[src/rtl/memory_writeback.sv]
// memory_writeback
//   Final stage of the TinyRisc-V core. Accepts one result bundle per cycle in
//   IDLE. ALU results go straight to the register-file write port. Loads and
//   stores are issued on the data-memory request/ack bus. Load data is aligned
//   and extended before it is written back.
//
// Handshakes
//   Upstream: a bundle transfers on a clock edge where in_valid && in_ready.
//   in_ready is combinational and high only in IDLE. It therefore drops for the
//   whole memory access, including the write-back cycle of a load.
//   Memory: dmem_req is registered. It stays high, with dmem_we/addr/be/wdata
//   held stable, until the first cycle in which dmem_ack is sampled high. An
//   ack seen outside MEM is ignored.
//
// Ports
//   clk, rst          clock, asynchronous active-high reset
//   in_valid/in_ready upstream handshake
//   opcode, func3     instruction class and access size/sign
//   wb_reg, rd_num    destination register enable / index
//   rd_data           ALU result, and the byte address for loads/stores
//   rs2_data          store data
//   dmem_*            data-memory request/ack bus (word address, byte enables)
//   wr_en/num/data    register-file write port (one-cycle pulse)
//   misalign_exc      pulse: misaligned access or illegal func3 on a memory op
//   bus_err           pulse: no dmem_ack within ACK_TIMEOUT cycles
//
// Parameters
//   ACK_TIMEOUT       MEM cycles without an ack before the access is aborted.
//                     A value of 0 disables the timeout.
//   TIMER_W           timer width. ACK_TIMEOUT must fit in TIMER_W bits.
module memory_writeback #(
  parameter int ACK_TIMEOUT = 255,
  parameter int TIMER_W     = 8
) (
  input  logic        clk,
  input  logic        rst,
  input  logic        in_valid,
  output logic        in_ready,
  input  logic [6:0]  opcode,
  input  logic [2:0]  func3,
  input  logic        wb_reg,
  input  logic [4:0]  rd_num,
  input  logic [31:0] rd_data,
  input  logic [31:0] rs2_data,
  output logic        dmem_req,
  output logic        dmem_we,
  output logic [31:0] dmem_addr,
  output logic [31:0] dmem_wdata,
  output logic [3:0]  dmem_be,
  input  logic        dmem_ack,
  input  logic [31:0] dmem_rdata,
  output logic        wr_en,
  output logic [4:0]  wr_num,
  output logic [31:0] wr_data,
  output logic        misalign_exc,
  output logic        bus_err
);

  localparam logic [6:0] OP_LOAD  = 7'b0000011;
  localparam logic [6:0] OP_STORE = 7'b0100011;
  localparam logic [TIMER_W-1:0] TIMEOUT_V = TIMER_W'(ACK_TIMEOUT);
  localparam bit TIMEOUT_EN = (ACK_TIMEOUT != 0);

  typedef enum logic [1:0] {
    S_IDLE = 2'd0,
    S_MEM  = 2'd1,
    S_WB   = 2'd2
  } state_t;

  state_t state, state_nxt;

  // Context of the load in flight, captured when the bundle is accepted.
  logic [2:0]         ld_func3_q, ld_func3_d;
  logic [1:0]         ld_off_q, ld_off_d;
  logic               ld_wb_q, ld_wb_d;
  logic [4:0]         ld_rd_q, ld_rd_d;
  logic [TIMER_W-1:0] timer_q, timer_d;

  // Next values of the registered outputs.
  logic        req_d, we_d, wr_en_d, misalign_d, bus_err_d;
  logic [31:0] addr_d, wdata_d, wr_data_d;
  logic [3:0]  be_d;
  logic [4:0]  wr_num_d;

  // Decode of the incoming bundle.
  logic accept, is_load, is_store, is_mem, legal, aligned, mem_ok;
  logic timeout_hit;
  logic [TIMER_W-1:0] timer_inc;

  assign in_ready = (state == S_IDLE);
  assign accept   = in_valid && in_ready;
  assign is_load  = (opcode == OP_LOAD);
  assign is_store = (opcode == OP_STORE);
  assign is_mem   = is_load || is_store;

  always_comb begin
    legal = 1'b0;
    if (is_load) begin
      legal = (func3 == 3'b000) || (func3 == 3'b001) || (func3 == 3'b010) ||
              (func3 == 3'b100) || (func3 == 3'b101);
    end else if (is_store) begin
      legal = (func3 == 3'b000) || (func3 == 3'b001) || (func3 == 3'b010);
    end
  end

  // func3[1:0] is the access size for both loads and stores:
  // 00 byte, 01 halfword, 10 word.
  always_comb begin
    case (func3[1:0])
      2'b01:   aligned = (rd_data[0] == 1'b0);
      2'b10:   aligned = (rd_data[1:0] == 2'b00);
      default: aligned = 1'b1;
    endcase
  end

  assign mem_ok = is_mem && legal && aligned;

  // The timer counts MEM cycles that ended without an ack. Timeout fires on
  // the cycle whose count would reach ACK_TIMEOUT. An ack seen in that same
  // cycle has priority over the timeout.
  assign timer_inc   = timer_q + 1'b1;
  assign timeout_hit = TIMEOUT_EN && (timer_inc == TIMEOUT_V);

  function automatic logic [31:0] load_extend(input logic [2:0]  f3,
                                              input logic [1:0]  off,
                                              input logic [31:0] w);
    logic [7:0]  b;
    logic [15:0] h;
    case (off)
      2'd0:    b = w[7:0];
      2'd1:    b = w[15:8];
      2'd2:    b = w[23:16];
      default: b = w[31:24];
    endcase
    h = off[1] ? w[31:16] : w[15:0];
    case (f3)
      3'b000:  load_extend = {{24{b[7]}}, b};
      3'b100:  load_extend = {24'd0, b};
      3'b001:  load_extend = {{16{h[15]}}, h};
      3'b101:  load_extend = {16'd0, h};
      default: load_extend = w;
    endcase
  endfunction

  // State register
  always_ff @(posedge clk or posedge rst) begin
    if (rst) state <= S_IDLE;
    else     state <= state_nxt;
  end

  // Next-state logic
  always_comb begin
    state_nxt = state;
    case (state)
      S_IDLE: if (accept && mem_ok) state_nxt = S_MEM;
      S_MEM: begin
        if (dmem_ack)         state_nxt = dmem_we ? S_IDLE : S_WB;
        else if (timeout_hit) state_nxt = S_IDLE;
      end
      S_WB:    state_nxt = S_IDLE;
      default: state_nxt = S_IDLE;
    endcase
  end

  // Output logic: computes the next value of every registered output.
  always_comb begin
    req_d      = dmem_req;
    we_d       = dmem_we;
    addr_d     = dmem_addr;
    wdata_d    = dmem_wdata;
    be_d       = dmem_be;
    wr_en_d    = 1'b0;
    wr_num_d   = wr_num;
    wr_data_d  = wr_data;
    misalign_d = 1'b0;
    bus_err_d  = 1'b0;
    timer_d    = timer_q;
    ld_func3_d = ld_func3_q;
    ld_off_d   = ld_off_q;
    ld_wb_d    = ld_wb_q;
    ld_rd_d    = ld_rd_q;
    case (state)
      S_IDLE: begin
        if (accept) begin
          if (is_mem) begin
            if (mem_ok) begin
              req_d      = 1'b1;
              we_d       = is_store;
              addr_d     = {rd_data[31:2], 2'b00};
              timer_d    = '0;
              ld_func3_d = func3;
              ld_off_d   = rd_data[1:0];
              ld_wb_d    = wb_reg;
              ld_rd_d    = rd_num;
              be_d       = 4'b0000;
              wdata_d    = 32'd0;
              if (is_store) begin
                // Store data is replicated across lanes so the memory
                // only needs to honour the byte enables.
                case (func3[1:0])
                  2'b00: begin
                    be_d    = 4'b0001 << rd_data[1:0];
                    wdata_d = {4{rs2_data[7:0]}};
                  end
                  2'b01: begin
                    be_d    = 4'b0011 << rd_data[1:0];
                    wdata_d = {2{rs2_data[15:0]}};
                  end
                  default: begin
                    be_d    = 4'b1111;
                    wdata_d = rs2_data;
                  end
                endcase
              end
            end else begin
              misalign_d = 1'b1;
            end
          end else if (wb_reg && (rd_num != 5'd0)) begin
            wr_en_d   = 1'b1;
            wr_num_d  = rd_num;
            wr_data_d = rd_data;
          end
        end
      end
      S_MEM: begin
        if (dmem_ack) begin
          req_d = 1'b0;
          if (!dmem_we) begin
            wr_en_d   = ld_wb_q && (ld_rd_q != 5'd0);
            wr_num_d  = ld_rd_q;
            wr_data_d = load_extend(ld_func3_q, ld_off_q, dmem_rdata);
          end
        end else if (timeout_hit) begin
          req_d     = 1'b0;
          bus_err_d = 1'b1;
        end else if (TIMEOUT_EN) begin
          timer_d = timer_inc;
        end
      end
      default: ;
    endcase
  end

  // Registered outputs and load context
  always_ff @(posedge clk or posedge rst) begin
    if (rst) begin
      dmem_req     <= 1'b0;
      dmem_we      <= 1'b0;
      dmem_addr    <= 32'd0;
      dmem_wdata   <= 32'd0;
      dmem_be      <= 4'd0;
      wr_en        <= 1'b0;
      wr_num       <= 5'd0;
      wr_data      <= 32'd0;
      misalign_exc <= 1'b0;
      bus_err      <= 1'b0;
      timer_q      <= '0;
      ld_func3_q   <= 3'd0;
      ld_off_q     <= 2'd0;
      ld_wb_q      <= 1'b0;
      ld_rd_q      <= 5'd0;
    end else begin
      dmem_req     <= req_d;
      dmem_we      <= we_d;
      dmem_addr    <= addr_d;
      dmem_wdata   <= wdata_d;
      dmem_be      <= be_d;
      wr_en        <= wr_en_d;
      wr_num       <= wr_num_d;
      wr_data      <= wr_data_d;
      misalign_exc <= misalign_d;
      bus_err      <= bus_err_d;
      timer_q      <= timer_d;
      ld_func3_q   <= ld_func3_d;
      ld_off_q     <= ld_off_d;
      ld_wb_q      <= ld_wb_d;
      ld_rd_q      <= ld_rd_d;
    end
  end

endmodule

[config.mk]
export PLATFORM = sky130hd
export DESIGN_NAME = memory_writeback
export DESIGN_NICKNAME = d
export VERILOG_FILES = /design/src/rtl/memory_writeback.sv
export SDC_FILE = /design/constraint.sdc
export NUM_CORES = 1
export LEC_CHECK = 0
export BUFFER_PORTS_ARGS = -buffer_cell sky130_fd_sc_hd__buf_2
export CAP_MARGIN = 20
export CORE_MARGIN = 2
export CORE_UTILIZATION = 30
export CTS_CLUSTER_DIAMETER = 200
export DETAILED_ROUTE_END_ITERATION = 8
export SYNTH_ARGS = -nofsm -noshare
export SYNTH_HDL_FRONTEND = slang
export SYNTH_SLANG_ARGS = --single-unit
[constraint.sdc]
create_clock -name clk -period 4.7 [get_ports clk]
set_input_delay 0.47 -clock clk [delete_from_list [all_inputs] [get_ports clk]]
set_output_delay 0.47 -clock clk [all_outputs]
set_load 0.005 [all_outputs]
# Word-level counts from Yosys, hierarchy flattened
# Cells that the tools add are included.
op_classes:
  n_addsub: 1
  n_mux: 52
  n_eq_ne: 26
  bitwise: 1
  shift: 2
  reduce_logical: 25
op_table:
  columns: ["operator", "n"]
  rows:
  - ["two-way mux 32 bit", 6]
  - ["case mux 32 bit (2 select lines)", 2]
  - ["case mux 32 bit (4 select lines)", 1]
  - ["two-way mux 8 bit", 5]
  - ["two-way mux 5 bit", 5]
  - ["case mux 8 bit (3 select lines)", 1]
  - ["two-way mux 1 bit", 19]
  - ["two-way mux 16 bit", 1]
  - ["case mux 8 bit (2 select lines)", 1]
  - ["== test 3 bit (second input constant)", 4]
  - ["AND reduction 6 bit", 2]
  - ["!= test 2 x 1 -> 1 bit (second input constant)", 5]
  - ["!= test 2 bit (second input constant)", 5]
  - ["case mux 5 bit (2 select lines)", 1]
  - ["nonzero test 5 bit", 2]
  - ["adder 8 x 1 -> 8 bit (second input constant)", 1]
  - ["== test 8 bit (second input constant)", 1]
  - ["zero test 2 bit", 4]
  - ["two-way mux 2 bit", 4]
  - ["case mux 4 bit (2 select lines)", 1]
  - ["== test 7 x 2 -> 1 bit (second input constant)", 1]
  - ["== test 7 x 6 -> 1 bit (second input constant)", 1]
  - ["== test 2 x 1 -> 1 bit (second input constant)", 3]
  - ["== test 3 x 1 -> 1 bit (second input constant)", 2]
  - ["16 further kinds", 29]
totals:
  wordCells: 123
  in_bits: 116
  output_inout_bits: 111
  register_bits: 129

# Depth between registers and ports, before layout
# Gate-level depths: netlist of run 1.
depth:
  ltp_word: 12
  depth_mapped: 13
  ltp_nobuf: 8

# Worst setup path after synthesis of run 1
# No wires, ideal clock.
synth_timing:
  path_type: "input-to-reg"
  from: "input func3[0]"
  to: "register dmem_addr[31]"
  setup_slack_ps: 2370
  path_buffers: 4
  t_arrival_ps: 2203
  cell_stages: 11
  setup_time_ps: 128
  path_cell_list: "inv_1 > ha_1 > buf_4 > or2_1 > buf_4 > nor2_1 > a211oi_2 > nand3_1 > buf_2 > buf_2 > mux2_1"
synth_between:
  elab_chain_len: 9
synth_lines:
  columns: ["item", "line_no", "text"]
  rows:
  - ["start, declared", "40", "input logic [2:0] func3,"]
  - ["== test 3 x 1 -> 1 bit or zero test 3 bit (tied branches)", "99, 102", null]
  - ["logical OR 1 bit (2 in series)", "99, 102", null]
  - ["logical OR 1 bit", "99", "legal = (func3 == 3'b000) || (func3 == 3'b001) || (func3 == 3'b010) ||"]
  - ["logical OR 1 bit", "100", "(func3 == 3'b100) || (func3 == 3'b101);"]
  - ["two-way mux 1 bit", "98", "if (is_load) begin"]
  - ["logical AND 1 bit", "116", "assign mem_ok = is_mem && legal && aligned;"]
  - ["logical AND 1 bit *", "116", null]
  - ["AND reduction 4 bit (no source line) *", null, null]
  - ["end signal, assigned", "265", "dmem_addr <= addr_d;"]
  - ["end, declared", "47", "output logic [31:0] dmem_addr,"]
# Mark *: on every way between the ends. The rest lies on a longest branch, timed or not.
# A chain may end at the register's enable or synchronous reset.

# Worst setup path after layout of run 1
layout_timing:
  from: "input func3[1]"
  to: "register dmem_addr[22]"
# Same word-level chain as after synthesis.

==> results.cfg, run 1 <==
[yosys]
synthDominantCellAreaShare = 0.507
synth-warning-count = 0
synth_edf_count = 0
synth.cell_area_um2 = 6370
postSynthRegisterBits = 129
synth-seq-area-share = 0.507
synth_top_area_cell = dfrtp_1
netlist_instances = 648
synth.top_cells.by_area = dfrtp_1 51%, nand2_1 7.5%, mux2_2 7.1%
ys_dominant_reg_cell = dfrtp_1
mapped_avg_cell_area_um2 = 9.83
synth_async_sr_flop_share = 1.00
post_synth_num_cell_types = 54

[die]
initial_core_util = 0.304
dieArea_um2 = 22400
die-width_um = 150
floorplan.die.height_um = 150
rows = 53
floorplan.io_pins = 227
floorplan.core_area_um2 = 21000

[setup_path]
critical_path.top_delay_family = buffers and inverters
worstPathCellList = buf_2 > inv_1 > ha_1 > nor2_1 > buf_4 > o21a_1 > a211oi_2 > nand3_4 > buf_12 > mux2_1
startpoint = func3[1]
critical_path.max_fanout = 90
cp.arrival_ps = 3240
worst_setup_path_start_kind = input port
critPathKind = in -> reg
cp.buffers_inverters = 4
setup.worst_path.end_class = register
crit_required_ps = 4990
worst_reg2reg_startpoint = state[0]
delay_of_the_slowest_critical_path_stage_ps = 460
crit_path_top_delay_cell = nand3_4

[clock_network]
cts-buffers-inserted = 17
insertion_delay_ps = 410
count_of_buffers_added_by_post_cts_timing_repair_for_setup = 0
clock_tree.buffer_depth = 2
clk_pin_slew_worst_paths_ps = 60
cts_root_buf = clkbuf_16
cts.sink_count = 129
h-tree-depth = 4
post_cts_resize_count = 0
cts_tree = built
postCtsHoldBufs = 0

[timing]
maxSlewHeadroom = 0.377
finalCriticalPeriod_ps = 2950
final-hold-violation-count = 0
fmax_mhz = 339
slew_violations = 0
rsz0062_at_grt = false
setup-tns-final_ps = 0
setup_viol_count_final = 0
skew_ps = 7.78
tightestPinTransition_ps = 934
fin_crit_sh = 0.628

[global_route]
initial_antenna_violation_count = 7
grt-ovfl-total = 0
track_usage = 0.173
via_count_of_the_first_global_routing_pass = 5324
grt_pass1_wl_mm = 29.6
grt_start_max_net_pins = 98

[cells_and_area]
post_route_cells_drive_above_1_share = 0.370
finish.instance_area_um2 = 8370
area_growth_syn_to_layout_pct = 31.4
num-nets-final = 975

[detailed_routing]
wl_mm = 19.3
drtPass1Iterations = 4
routed-via-count = 5504
mean_routed_wirelength_per_cell_um = 16.8
final_antenna_net_count = 0
drc = 0
initialDrtViolationCount = 349
drt-vias-per-instance = 4.80

[status]
outcome = completed

[pwr]
leakage_power_summed_over_all_cells_uw = 0.00432
power_per_cell_area_nw_per_um2 = 359
vdd_drop_max_mv = 0.218

[run]
maxCapViolations = 0

[hold_path]
holdCritPathClass = in -> async

[placement]
gpl.final_weighted_congestion = 0.823
dpl.hpwl_mm = 14.1
dpl_cell_area_um2 = 7720
io_buffers = 224
## final cells by class
| class | count | area, um^2 |
|---|---|---|
| fillers | 2120 | 12600 |
| flip-flops and latches | 129 | 3230 |
| multi-input cells | 463 | 2910 |
| repair buffers | 233 | 1200 |
| clock buffers | 20 | 457 |
| well taps | 275 | 344 |
| clock inverters | 12 | 180 |
| inverters | 10 | 42.5 |
| diodes | 5 | 12.5 |
## cell families (layout without fill, tap and decap cells)
kind of cell	after synthesis	in the layout	share of synthesized area
simple gates	213	213	0.144
flops	129	129	0.507
mux	57	57	0.0999
buf+inv	57	275	0.0430
fa+ha+maj	5	5	0.00982
other cells	1	7	0.000588
compound gates	184	184	0.194
xor+xnor	2	2	0.00275
## metal layers
| metal | routed length, um | vias up | global-route usage |
|---|---|---|---|
| li1 | - | 2702 | - |
| met1 | 8640 | 2616 | 0.233 |
| met2 | 9170 | 166 | 0.268 |
| met3 | 1170 | 18 | 0.0470 |
| met4 | 279 | 2 | 0.0646 |
| met5 | 7 | - | 0 |
## power by group
group | switching [uW] | leakage, uW | internal [uW]
logic | 198 | 0.00230 | 160
clock network | 503 | 0.000295 | 918
registers | 43.9 | 0.00173 | 1180
total | 745 | 0.00432 | 2260
## cells in the final DEF (no fill, tap or decap), types with 3 or more instances in the layout
cell type,n
buf_2,224
dfrtp_1,129
nand2_1,127
o21ai_0,65
nor2_1,43
mux2_2,40
o31ai_1,32
a21oi_1,26
clkbuf_16,17
a22o_1,14
mux2i_1,13
nor2b_1,12
a211oi_1,12
inv_1,9
buf_4,8
a221o_1,7
diode_2,5
nand2b_1,5
nand3_1,5
ha_1,5
clkinvlp_4,5
bufinv_16,4
a211o_1,3
and3_1,3
o21ai_1,3
mux2_1,3
nor3_1,3
inv_6,3
a21o_1,3
## final timing paths
path | depth (start not counted) | to | slack, ps
hold / removal | 2 | dmem_wdata[27] | 260
min in group clk | 2 | dmem_addr[11] | 290
setup / recovery | 10 | dmem_addr[22] | 1750
hold reg to reg | 2 | dmem_wdata[4] | 470
setup reg to reg | 5 | dmem_addr[22] | 2340
max in group asynchronous | 3 | wr_data[26] | 3400
## cells in the mapped netlist, drive strengths merged, types with 2 or more instances
| master | n |
|---|---|
| clkbuf | 27 |
| dfrtp | 129 |
| a211oi | 14 |
| and3 | 4 |
| a31oi | 2 |
| inv | 10 |
| ha | 5 |
| nor3 | 3 |
| o31ai | 33 |
| nand3 | 6 |
| nand2b | 5 |
| a221o | 8 |
| a21o | 3 |
| o21ai | 68 |
| nor4 | 2 |
| nor2b | 13 |
| o22ai | 2 |
| xnor2 | 2 |
| a211o | 3 |
| a22o | 14 |
| a21boi | 2 |
| buf | 20 |
| nor2 | 43 |
| nand2 | 128 |
| mux2i | 13 |
| o21a | 2 |
| mux2 | 43 |
| or3 | 3 |
| a21oi | 26 |
## stage by stage
| step | utilization | hold slack (ps) | total power [uW] | setup WS [ps] | instances |
|---|---|---|---|---|---|
| 2_1_floorplan | - | 465 | 1420 | 789 | 649 |
| 3_3_place_gp | 0.368 | 457 | 1600 | 1440 | 1109 |
| 3_5_place_dp | 0.368 | 460 | 1610 | 1350 | 1109 |
| 4_1_cts | 0.399 | 268 | 3050 | 1790 | 1141 |
| 5_1_grt | 0.400 | 282 | 3150 | 1560 | 1147 |
| 6_report | 0.400 | 260 | 3010 | 1750 | 1147 |
## flip-flops by register name, indices dropped and copies added, names as in the netlist
name,count
dmem_wdata,32
wr_data,32
dmem_addr,30
timer_q,8
ld_rd_q,5
wr_num,5
dmem_be,4
ld_func3_q,3
ld_off_q,2
state,2
bus_err,1
dmem_req,1
dmem_we,1
ld_wb_q,1
misalign_exc,1
wr_en,1
Note: power is estimated with default switching activity, not from simulation.
==> run 2, diff against run 1 <==
- ABC_AREA: unset -> 1
- clock period: 4.7 -> 3.1 ns (I/O delays scaled with it)
==> run 2 against run 1 <==
Compared with the run above:
- register-to-register slack got worse by 1400 ps
- final area is 2.1% higher
- first-iteration DRC count up 18%
- non-clock buffer count up 6
- utilization shrank 0.54 points
- routed wire length is 9.4% higher
- critical path type is now reg -> reg
==> results.cfg, run 2 <==
[status]
outcome = completed

[detailed_routing]
drc = 0
drtPass1Iterations = 5
mean_routed_wirelength_per_cell_um = 15.7
drt-vias-per-instance = 4.72
final_antenna_net_count = 0
wl_mm = 21.1
initialDrtViolationCount = 411
routed-via-count = 6328

[hold_path]
holdCritPathClass = in -> reg
hold_path_end = dmem_addr[14]
min_delay_path_depth = 3
min_from = rd_data[14]

[timing]
skew_ps = 13.4
finalCriticalPeriod_ps = 2170
fin_crit_sh = 0.699
tightestPinTransition_ps = 859
final-hold-violation-count = 0
maxSlewHeadroom = 0.427
worst_slack_ps = 935
setup_viol_count_final = 0
setup-tns-final_ps = 0
rsz0062_at_grt = false
slew_violations = 0
fmax_mhz = 462

[cells_and_area]
area_growth_syn_to_layout_pct = 29.6
finish.instance_area_um2 = 8550
insertedDiodeCount = 0
final_cell_mix = 267 x nand2_1, 224 x buf_2, 129 x dfrtp_1
post_route_cells_drive_above_1_share = 0.288
layout_commonest_cell = nand2_1
num-nets-final = 1170
largest_registers = dmem_wdata x32, wr_data x32, dmem_addr x30

[setup_path]
crit_required_ps = 3400
worstRegToRegCells = 8
critical_path.max_fanout = 43
reg2reg_to = timer_q[6]
worst-r2r-setup-slack_ps = 930
critPathKind = reg -> reg
setup.worst_path.end_class = register
worst_reg2reg_startpoint = state[0]
worst_setup_path_start_kind = register
cp.arrival_ps = 2460

[yosys]
post_synth_num_cell_types = 38
postSynthRegisterBits = 129
synth_async_sr_flop_share = 1.00
synthDominantCellAreaShare = 0.489
synth_top_area_cell = dfrtp_1
synth-warning-count = 0
netlist_instances = 836
synth_edf_count = 0
synth.cell_area_um2 = 6600
synth.top_cells.by_area = dfrtp_1 49%, nand2_1 15%, o21ai_0 6.2%
ys_dominant_reg_cell = dfrtp_1
mapped_avg_cell_area_um2 = 7.89
synth.cells.most_frequent = 267 x nand2_1, 129 x dfrtp_1, 82 x o21ai_0, 72 x inv_1, 64 x nand3_1
synth-seq-area-share = 0.489
synth_most_common_cell = nand2_1

[clock_network]
cts_tree = built
cts-buffers-inserted = 17
h-tree-depth = 4
cts_root_buf = clkbuf_16
count_of_buffers_added_by_post_cts_timing_repair_for_setup = 0
clock_tree.buffer_depth = 2
insertion_delay_ps = 420
cts.sink_count = 129
clk_pin_slew_worst_paths_ps = 60

[placement]
pre_cts_ws_ps = 637
dpl_cell_area_um2 = 7950
io_buffers = 224
gpl.final_weighted_congestion = 0.822
dpl.hpwl_mm = 15.4

[pwr]
leakage_power_summed_over_all_cells_uw = 0.00467
total_power_uw = 4390
power_per_cell_area_nw_per_um2 = 514
vdd_drop_max_mv = 0.391

[global_route]
grt_start_max_net_pins = 90
track_usage = 0.183
grt_pass1_wl_mm = 34.1
via_count_of_the_first_global_routing_pass = 6207
grt-ovfl-total = 0
initial_antenna_violation_count = 0

[die]
floorplan.io_pins = 227
rows = 54
floorplan.die.height_um = 152
die-width_um = 152
dieArea_um2 = 23200
initial_core_util = 0.304
floorplan.core_area_um2 = 21700

[run]
maxCapViolations = 0
## run 2: metrics by stage
stage                      util  std cells  hold slack, ps
after CTS                 0.394       1341            80.2
after floorplan               -        837             383
final                     0.394       1341             111
after global placement    0.367       1309             447
after detailed placement  0.367       1309             447
after global routing      0.394       1341             103
## run 2: worst max-delay path: stages (launching register included)
cell      delay (ps)
dfrtp_1          390
inv_1             70
nor2_2           210
clkinv_1         280
buf_4            350
nor2_2           470
nand2_8          150
nand3_2           80
nand2_1           50
## run 2: kinds of logic after synthesis
| kind of cell | Yosys count | synth area share |
|---|---|---|
| AND/OR/NAND/NOR | 393 | 0.263 |
| AO/OA/AOI/OAI | 185 | 0.156 |
| flip-flops | 129 | 0.489 |
| buffers and inverters | 123 | 0.0823 |
| adder cells (fa/ha/maj) | 5 | 0.00948 |
| other | 1 | 0.000568 |
## run 2: where the power goes
group          total [uW]  internal [uW]  switching, uW
clock                2010           1220            785
combinational         539            217            322
sequential           1850           1780           61.8
total                4390           3230           1170
## run 2: routing by layer
metal | wire length [um] | global-route usage | vias up
li1 | - | - | 3139
met1 | 9850 | 0.254 | 2924
met2 | 9440 | 0.283 | 240
met3 | 1420 | 0.0469 | 25
met4 | 377 | 0.0565 | 0
met5 | 0 | 0 | -
## run 2: repair_timing
item                      CTS  global route
hold endpoints to repair   25             0
hold buffers                1             0
resized for setup           0             0
## run 2: worst max-delay path by stage
stage	end	startpoint	slack, ps	cells past startpoint
finish	timer_q[6]	state[0]	930	8
global route	timer_q[6]	state[0]	720	8
CTS	timer_q[6]	state[0]	920	8
detailed placement	dmem_addr[15]	func3[1]	640	11
global placement	ld_func3_q[1]	func3[1]	730	11
floorplan	bus_err	rst	1190	1
## run 2: layout make-up
type	count	area [um^2]
clock inverters	12	135
repair buffers	239	1260
flip-flops and latches	129	3230
clock buffers	19	453
fillers	2286	13100
inverters	77	293
multi-input cells	585	2830
well taps	280	350
==> run 3, diff against run 2 <==
- ABC_AREA: 1 -> 0
- clock period: 3.1 -> 1.8 ns (I/O delays scaled with it)
==> run 3 against run 2 <==
Compared with the run above:
- the flow now finishes with violations (negative setup slack)
- total power is 79% higher
- clock skew shrank 2.3 ps
- routed wire length fell by 0.73%
- combinational power rose by 110%
- clock power rose by 75%
- global-route usage increased by 0.18 points
- worst setup slack worse by 1100 ps
- sequential share of layout area decreased by 3.8 points
- sequential power rose by 73%
- count of clock-buffer cells in the layout is the same
- via count shrank 5.2%
- cell count fell by 7.7%
- critical endpoint is now timer_q[0]
- largest power group unchanged
==> results.cfg, run 3 (synthesized netlist as in run 1, its figures left out) <==
[clock_network]
clk_pin_slew_worst_paths_ps = 60
clock_tree.buffer_depth = 2
cts_tree = built
insertion_delay_ps = 430
cts_root_buf = clkbuf_16
cts.sink_count = 129
h-tree-depth = 4
cts-buffers-inserted = 17

[timing]
fmax_mhz = 508
setup-tns-final_ps = -1590
rsz0062_at_grt = true
worst_slack_ps = -167
skew_ps = 11.1
slew_violations = 0
finalCriticalPeriod_ps = 1970
final-hold-violation-count = 0
worst_hold_slack_ps = 13.6
fin_crit_sh = 1.09
setup_viol_count_final = 20

[status]
failed_checks = negative setup slack
outcome = finished, violations left

[global_route]
grt-busiest-layer = met2
grt.met3_usage = 0.0384
grt_pass1_wl_mm = 31.7
grt-ovfl-total = 0
grt_start_max_net_pins = 76
globalRouteMet2Util = 0.305
track_usage = 0.185
initial_antenna_violation_count = 7
via_count_of_the_first_global_routing_pass = 5817
gr_util_met1 = 0.239

[pwr]
power_per_cell_area_nw_per_um2 = 827
vdd_drop_max_mv = 0.596
leakage_power_summed_over_all_cells_uw = 0.00484

[detailed_routing]
routed-via-count = 5996
wl_mm = 20.9
drtPass1Iterations = 7
mean_routed_wirelength_per_cell_um = 16.9
drt-vias-per-instance = 4.84
final_antenna_net_count = 0
drc = 0
initialDrtViolationCount = 308

[setup_path]
reg2reg_to = timer_q[0]
cp.arrival_ps = 2330
worst-r2r-setup-slack_ps = -170
setup.worst_path.end_class = register
worstRegToRegCells = 6
crit_required_ps = 2160
worst_setup_path_start_kind = register
critical_path.endpoint = timer_q[0]
worst_reg2reg_startpoint = timer_q[1]
critPathKind = reg -> reg
startpoint = timer_q[1]
critical_path.max_fanout = 7

[cells_and_area]
multi_input_combinational_cell_area_um2 = 3220
layout_commonest_cell = buf_2
area_growth_syn_to_layout_pct = 49.4
final_cell_mix = 224 x buf_2, 129 x dfrtp_1, 125 x nand2_1
nFillCells = 2016
post_route_cells_drive_above_1_share = 0.460
num-nets-final = 1066
largest_registers = dmem_wdata x32, wr_data x32, dmem_addr x30
final-seq-area_um2 = 3230

[placement]
io_buffers = 224
dpl.hpwl_mm = 15.4
gpl.final_weighted_congestion = 0.814

[run]
maxCapViolations = 0

[die]
initial_core_util = 0.304
dieArea_um2 = 22400
rows = 53
floorplan.core_area_um2 = 21000
floorplan.die.height_um = 150
die-width_um = 150
floorplan.io_pins = 227

[hold_path]
min_from = rd_data[20]
holdCritPathClass = in -> reg
## run 3: cell types whose count changed in the layout (fill, tap and decap cells not counted), moves of 24 or more
| cell | previous run | this run |
|---|---|---|
| inv_1 | 71 | 7 |
| a21oi_1 | 47 | 13 |
| mux2_2 | 0 | 39 |
| nand2_1 | 267 | 125 |
| nand3_1 | 64 | 5 |
| buf_4 | 12 | 69 |
| o31ai_1 | 0 | 24 |
| o21ai_0 | 82 | 49 |
## run 3: cell type report
cell class / count / share of cell area
antenna: 5 / 0.00131
clock buffer: 19 / 0.0455
clock inverter: 13 / 0.0171
inverter: 10 / 0.00618
multi-input combinational: 464 / 0.338
sequential: 129 / 0.339
tap: 275 / 0.0361
timing repair buffer: 323 / 0.216
## run 3: worst max-delay path, cell delays in order, from the launching register on
cell and delay, ps:
dfrtp_1 400, nand4_2 150, or3_4 360, a211oi_4 300
a31oi_4 180, a31oi_4 310, mux2_4 200
## run 3: power breakdown
| part | switching (uW) | leakage, uW | internal [uW] |
|---|---|---|---|
| clock | 1340 | 0.000283 | 2180 |
| combinational | 600 | 0.00283 | 552 |
| sequential | 108 | 0.00173 | 3090 |
| total | 2050 | 0.00484 | 5820 |
## run 3: worst min path at each step
| stage | endpoint | slack, ps | cells past startpoint |
|---|---|---|---|
| floorplan | dmem_wdata[0] | 320 | 2 |
| global placement | ld_wb_q | 330 | 3 |
| detailed placement | ld_wb_q | 320 | 3 |
| CTS | dmem_addr[9] | 0.4 | 2 |
| global route | dmem_addr[27] | 7 | 2 |
| finish | dmem_addr[20] | 10 | 2 |
## run 3: per-layer routing
metal | share of wire | wire length, um
met2 | 0.48 | 10100
met1 | 0.44 | 9240
met3 | 0.046 | 955
met5 | 0.00062 | 13
met4 | 0.028 | 591
## run 3: repair_timing
action,CTS,global route
cloned,1,0
pin swaps,7,25
gates resized for setup,27,47
hold buffers,15,0
setup buffers,3,4
endpoints found under the setup margin,34,53
endpoints found under the hold margin,143,0
## run 3: through the flow
step | worst slack [ps] | utilization | power, uW | cell area (um^2) | cells
after CTS | -159 | 0.441 | 7900 | 9250 | 1229
after global routing | -250 | 0.454 | 8220 | 9520 | 1238
final | -167 | 0.454 | 7870 | 9520 | 1238
after global placement | -197 | 0.401 | 4280 | 8400 | 1178
after floorplan | -60.2 | - | 3720 | 6450 | 649
after detailed placement | -278 | 0.401 | 4310 | 8400 | 1178
